## config.mk

```make
export PLATFORM = sky130hd
export DESIGN_NAME = bf16_operand_pairer
export DESIGN_NICKNAME = d
export VERILOG_FILES = /design/src/rtl/bf16_operand_pairer.sv
export SDC_FILE = /design/constraint.sdc
export NUM_CORES = 1
export LEC_CHECK = 0
export ABC_CLOCK_PERIOD_IN_PS = 4900
export CORE_UTILIZATION = 45
export CTS_BUF_LIST = sky130_fd_sc_hd__clkbuf_4 sky130_fd_sc_hd__clkbuf_8 sky130_fd_sc_hd__clkbuf_16
export DETAILED_ROUTE_END_ITERATION = 7
export HOLD_SLACK_MARGIN = 0.15
export PLACE_DENSITY = 0.69
export SLEW_MARGIN = 20
export SYNTH_ARGS = -nofsm -noshare
export SYNTH_HDL_FRONTEND = slang
export SYNTH_SLANG_ARGS = --single-unit
```

## constraint.sdc

```tcl
create_clock -name clock -period 4.9 [get_ports clock]
set_input_delay 1.47 -clock clock [delete_from_list [all_inputs] [get_ports clock]]
set_output_delay 1.47 -clock clock [all_outputs]
set_load 0.02 [all_outputs]
```

## src/rtl/bf16_operand_pairer.sv

```systemverilog
// fp32 -> bf16 (RNE) converter that groups consecutive values into (a,b) pairs
// and queues them in a small FIFO with a valid/ready output handshake.
module bf16_operand_pairer #(
    parameter int DEPTH        = 2,
    parameter bit FLUSH_DENORM = 1'b1
) (
    input  logic        clock,
    input  logic        reset,
    input  logic [31:0] in_data,
    input  logic        in_valid,
    input  logic        in_last,
    output logic        in_ready,
    output logic [15:0] out_a,
    output logic [15:0] out_b,
    output logic        out_valid,
    input  logic        out_ready,
    output logic        pending
);

    localparam int PTR_W = (DEPTH > 1) ? $clog2(DEPTH) : 1;
    localparam int CNT_W = $clog2(DEPTH + 1);

    typedef enum logic {EMPTY, HOLD} state_t;

    state_t             state_reg, state_next;
    logic [15:0]        hold_reg, hold_next;
    logic [PTR_W-1:0]   wr_ptr_reg, rd_ptr_reg;
    logic [CNT_W-1:0]   count_reg;
    logic [15:0]        a_mem [DEPTH];
    logic [15:0]        b_mem [DEPTH];

    logic [15:0] bf16;
    logic        round_up;
    logic        full, accept, push, pop;
    logic [15:0] push_a, push_b;

    // Rounding carry may ripple into the exponent; max finite rounds to Inf.
    always_comb begin
        round_up = in_data[15] & (in_data[16] | (|in_data[14:0]));
        if (in_data[30:23] == 8'hFF && in_data[22:0] != 23'd0)
            bf16 = {in_data[31], 8'hFF, 7'h40};
        else if (in_data[30:23] == 8'hFF)
            bf16 = in_data[31:16];
        else if (in_data[30:23] == 8'h00 && FLUSH_DENORM)
            bf16 = {in_data[31], 15'd0};
        else
            bf16 = in_data[31:16] + {15'd0, round_up};
    end

    assign full      = (count_reg == CNT_W'(DEPTH));
    assign out_valid = (count_reg != '0);
    assign pending   = (state_reg == HOLD);
    // A first element only needs the hold register, so it never waits on the FIFO.
    assign in_ready  = !reset && ((state_reg == EMPTY && !in_last) || !full || out_ready);
    assign accept    = in_valid && in_ready;
    assign pop       = out_valid && out_ready;

    always_comb begin
        state_next = state_reg;
        hold_next  = hold_reg;
        push       = 1'b0;
        push_a     = bf16;
        push_b     = 16'h0000;
        if (accept) begin
            case (state_reg)
                EMPTY: begin
                    if (in_last) begin
                        push = 1'b1;
                    end else begin
                        hold_next  = bf16;
                        state_next = HOLD;
                    end
                end
                HOLD: begin
                    push       = 1'b1;
                    push_a     = hold_reg;
                    push_b     = bf16;
                    state_next = EMPTY;
                end
                default: state_next = EMPTY;
            endcase
        end
    end

    always_ff @(posedge clock) begin
        if (reset) begin
            state_reg  <= EMPTY;
            hold_reg   <= 16'h0000;
            wr_ptr_reg <= '0;
            rd_ptr_reg <= '0;
            count_reg  <= '0;
        end else begin
            state_reg <= state_next;
            hold_reg  <= hold_next;
            if (push)
                wr_ptr_reg <= (wr_ptr_reg == PTR_W'(DEPTH - 1)) ? '0 : wr_ptr_reg + 1'b1;
            if (pop)
                rd_ptr_reg <= (rd_ptr_reg == PTR_W'(DEPTH - 1)) ? '0 : rd_ptr_reg + 1'b1;
            case ({push, pop})
                2'b10:   count_reg <= count_reg + 1'b1;
                2'b01:   count_reg <= count_reg - 1'b1;
                default: count_reg <= count_reg;
            endcase
        end
    end

    // Storage is not reset; the head is masked until an entry is valid.
    generate
        for (genvar gi = 0; gi < DEPTH; gi++) begin : g_entry
            always_ff @(posedge clock) begin
                if (push && wr_ptr_reg == PTR_W'(gi)) begin
                    a_mem[gi] <= push_a;
                    b_mem[gi] <= push_b;
                end
            end
        end
    endgenerate

    assign out_a = out_valid ? a_mem[rd_ptr_reg] : 16'h0000;
    assign out_b = out_valid ? b_mem[rd_ptr_reg] : 16'h0000;

endmodule

```

==> impl_metrics.ini, run 1 <==
[yosys]
synth_edf_count = 64
ys_seq_elements = 86
synthCells = 349
yosys.cell_count.top_type = nor2_1
syn_nets = 388
netlist_top_cells_count = nor2_1, edfxtp_1, mux2i_1, nand2_1, dfxtp_1
synth.avg_cell_area_um2 = 11.1
netlist_area_um2 = 3880
synthFlopType = edfxtp_1
synth.largest_area_cell = edfxtp_1
async_flop_share_pct = 0
yosys_warnings = 0
yosysTopAreaCellShare_pct = 49.5
seq_area_frac_synth_pct = 60.9
synth.distinct_cells = 43
synthTopCellsByArea = edfxtp_1, dfxtp_1, mux2i_1

[worst_setup_path]
cp_slowest_stage_delay_ps = 530
slowest_stage = clkdlybuf4s50_1
cp.required_ps = 3430
arrival_ps = 3020
crit_type = primary input to primary output
worstPathMaxFanout = 4
start_kind = primary input
worstSetupEndpointType = primary output
path_cells = clkdlybuf4s50_1, or3b_1, nor2_1, nor2_1, clkdlybuf4s50_1

[drt]
drc = 0
drtIter0Drc = 122
viasPerCell = 5.30
wl_per_cell_um = 13.8
dr_total_vias = 2806
dr.pass1.iters = 4
wl_um = 7300
antenna_left = 0

[grt]
grt_antenna_before_repair = 0
grt_pass1_vias = 2498
grt_max_degree = 34
overflow = 0
grt_util_all_layers_pct = 17.5
grt_pass1_wl_um = 11800

[power]
power_density_nw_per_um2 = 355
p_leak_nw = 1.62
ir_drop_mv = 0.149
total_power_mw = 1.73

[clock_network]
cts_hold_buf = 0
cts.sinks = 86
numCtsBuffers = 9
cts.clk_slew.worst_paths_ps = 90
postCtsResizedCells = 0
cts_setup_buffers = 0
cts_root_buffer = clkbuf_8
cts_tree = yes
clockBufferDepth = 2
cts_max_level = 3
clk_latency_ps = 350

[floorplan]
initial_core_util_pct = 46.7
core_area_um2 = 8300
die_w_um = 94.8
die_h_um = 94.8
rows = 33
ios = 72
die_area_um2 = 8990

[placement]
place_congestion = 0.839
post_dp_cell_area_um2 = 4690
place_hpwl_um = 5160
io_buffers = 71
pre_cts_ws_ps = 416
place_inst = 513

[timing]
setup_slack_ps = 405
slew_headroom_pct = 31.6
fin_crit_ps = 4490
period_share_pct = 91.7
rsz0062_at_grt = no
whs_ps = 461
tns_ps = 0
fin_skew_ps = 11.5
fmax_mhz = 222
worst_pin_slew_ps = 1030
setup_viol = 0
hold_viol_final = 0
finalMaxSlewViolations = 0

[cells_and_area]
drive_gt1_share_pct = 7.55
syn2layout_area_growth_pct = 25.3
finalNetCount = 458
diodes = 0
fin_cells = 529
finalInstanceArea_um2 = 4860
finish.utilization_pct = 58.6

[flow_run]
drv_cap = 0

[status]
status = finished clean

[min_path]
hold_path.class = flop to flop
## placed cells by master, fill, tap and decap left out, drive strengths merged
cell / Yosys / layout
a31oi: 1 / 1
nand2: 33 / 33
a32o: 1 / 1
or3b: 1 / 1
o211ai: 1 / 1
ha: 2 / 2
or4: 3 / 3
a21oi: 11 / 11
o21bai: 1 / 1
a22oi: 1 / 1
edfxtp: 64 / 64
clkbuf: 8 / 9
o21ai: 21 / 21
or3: 1 / 1
nor4: 7 / 7
and3: 3 / 3
nor3: 4 / 4
xnor2: 5 / 5
nor2: 77 / 77
a211oi: 5 / 5
clkinvlp: 0 / 1
a311oi: 1 / 1
mux2: 1 / 1
nand3: 6 / 6
a22o: 1 / 1
nand4: 6 / 6
xor2: 4 / 4
nand3b: 2 / 2
dfxtp: 22 / 22
mux2i: 36 / 36
and2: 6 / 6
nor2b: 3 / 3
inv: 2 / 4
or2: 1 / 1
clkinv: 0 / 4
clkdlybuf4s50: 0 / 71
buf: 8 / 4
## path summary, 6_finish.rpt
check	from	endpoint	slack, ps	cells past startpoint
hold reg to reg	hold_reg[15]	hold_reg[15]	460	2
setup / recovery	out_ready	in_ready	410	5
hold / removal	hold_reg[15]	hold_reg[15]	460	2
setup reg to reg	count_reg[0]	a_mem[0][3]	2860	5
## report_power, final
| group | internal (mW) | switching (mW) |
|---|---|---|
| Clock | 0.185 | 0.244 |
| Combinational | 0.218 | 0.228 |
| Sequential | 0.811 | 0.0412 |
| Total | 1.21 | 0.513 |
## logic make-up after synthesis
logic type / share of synthesized area [%]
flip-flops: 60.9
XOR/XNOR: 2.03
AO/OA/AOI/OAI: 6.81
adder cells (fa/ha/maj): 0.645
multiplexers: 9.68
AND/OR/NAND/NOR: 17.9
buffers and inverters: 2.03
## routing by layer
layer | routed length, um | GRT usage [%] | up-vias | share of wire [%]
met5 | 0 | 0 | - | 0
met1 | 3470 | 23.9 | 1325 | 47
met4 | 111 | 8.08 | 0 | 1.5
met2 | 3400 | 27.7 | 77 | 47
li1 | - | - | 1392 | -
met3 | 327 | 2.42 | 12 | 4.5
## worst max-delay path: cells and delay by family
kind / cells / cell delay, ps
buffers and inverters: 2 / 950
and+or+nand+nor: 3 / 600
## layout make-up
cell class | count | area (um^2)
Tap cell | 105 | 131
Sequential cell | 86 | 2360
Inverter | 2 | 7.51
Timing Repair Buffer | 75 | 741
Multi-Input combinational cell | 245 | 1450
Clock buffer | 9 | 124
Clock inverter | 7 | 47.5
Fill cell | 729 | 3440
No activity file was read; power rests on OpenSTA's default activity.
==> run 2: changes to the inputs <==
ABC_CLOCK_PERIOD_IN_PS = unset   (was 4900)
==> results of run 2 <==
Final layout, timing and power as in run 1 (identical DEF).
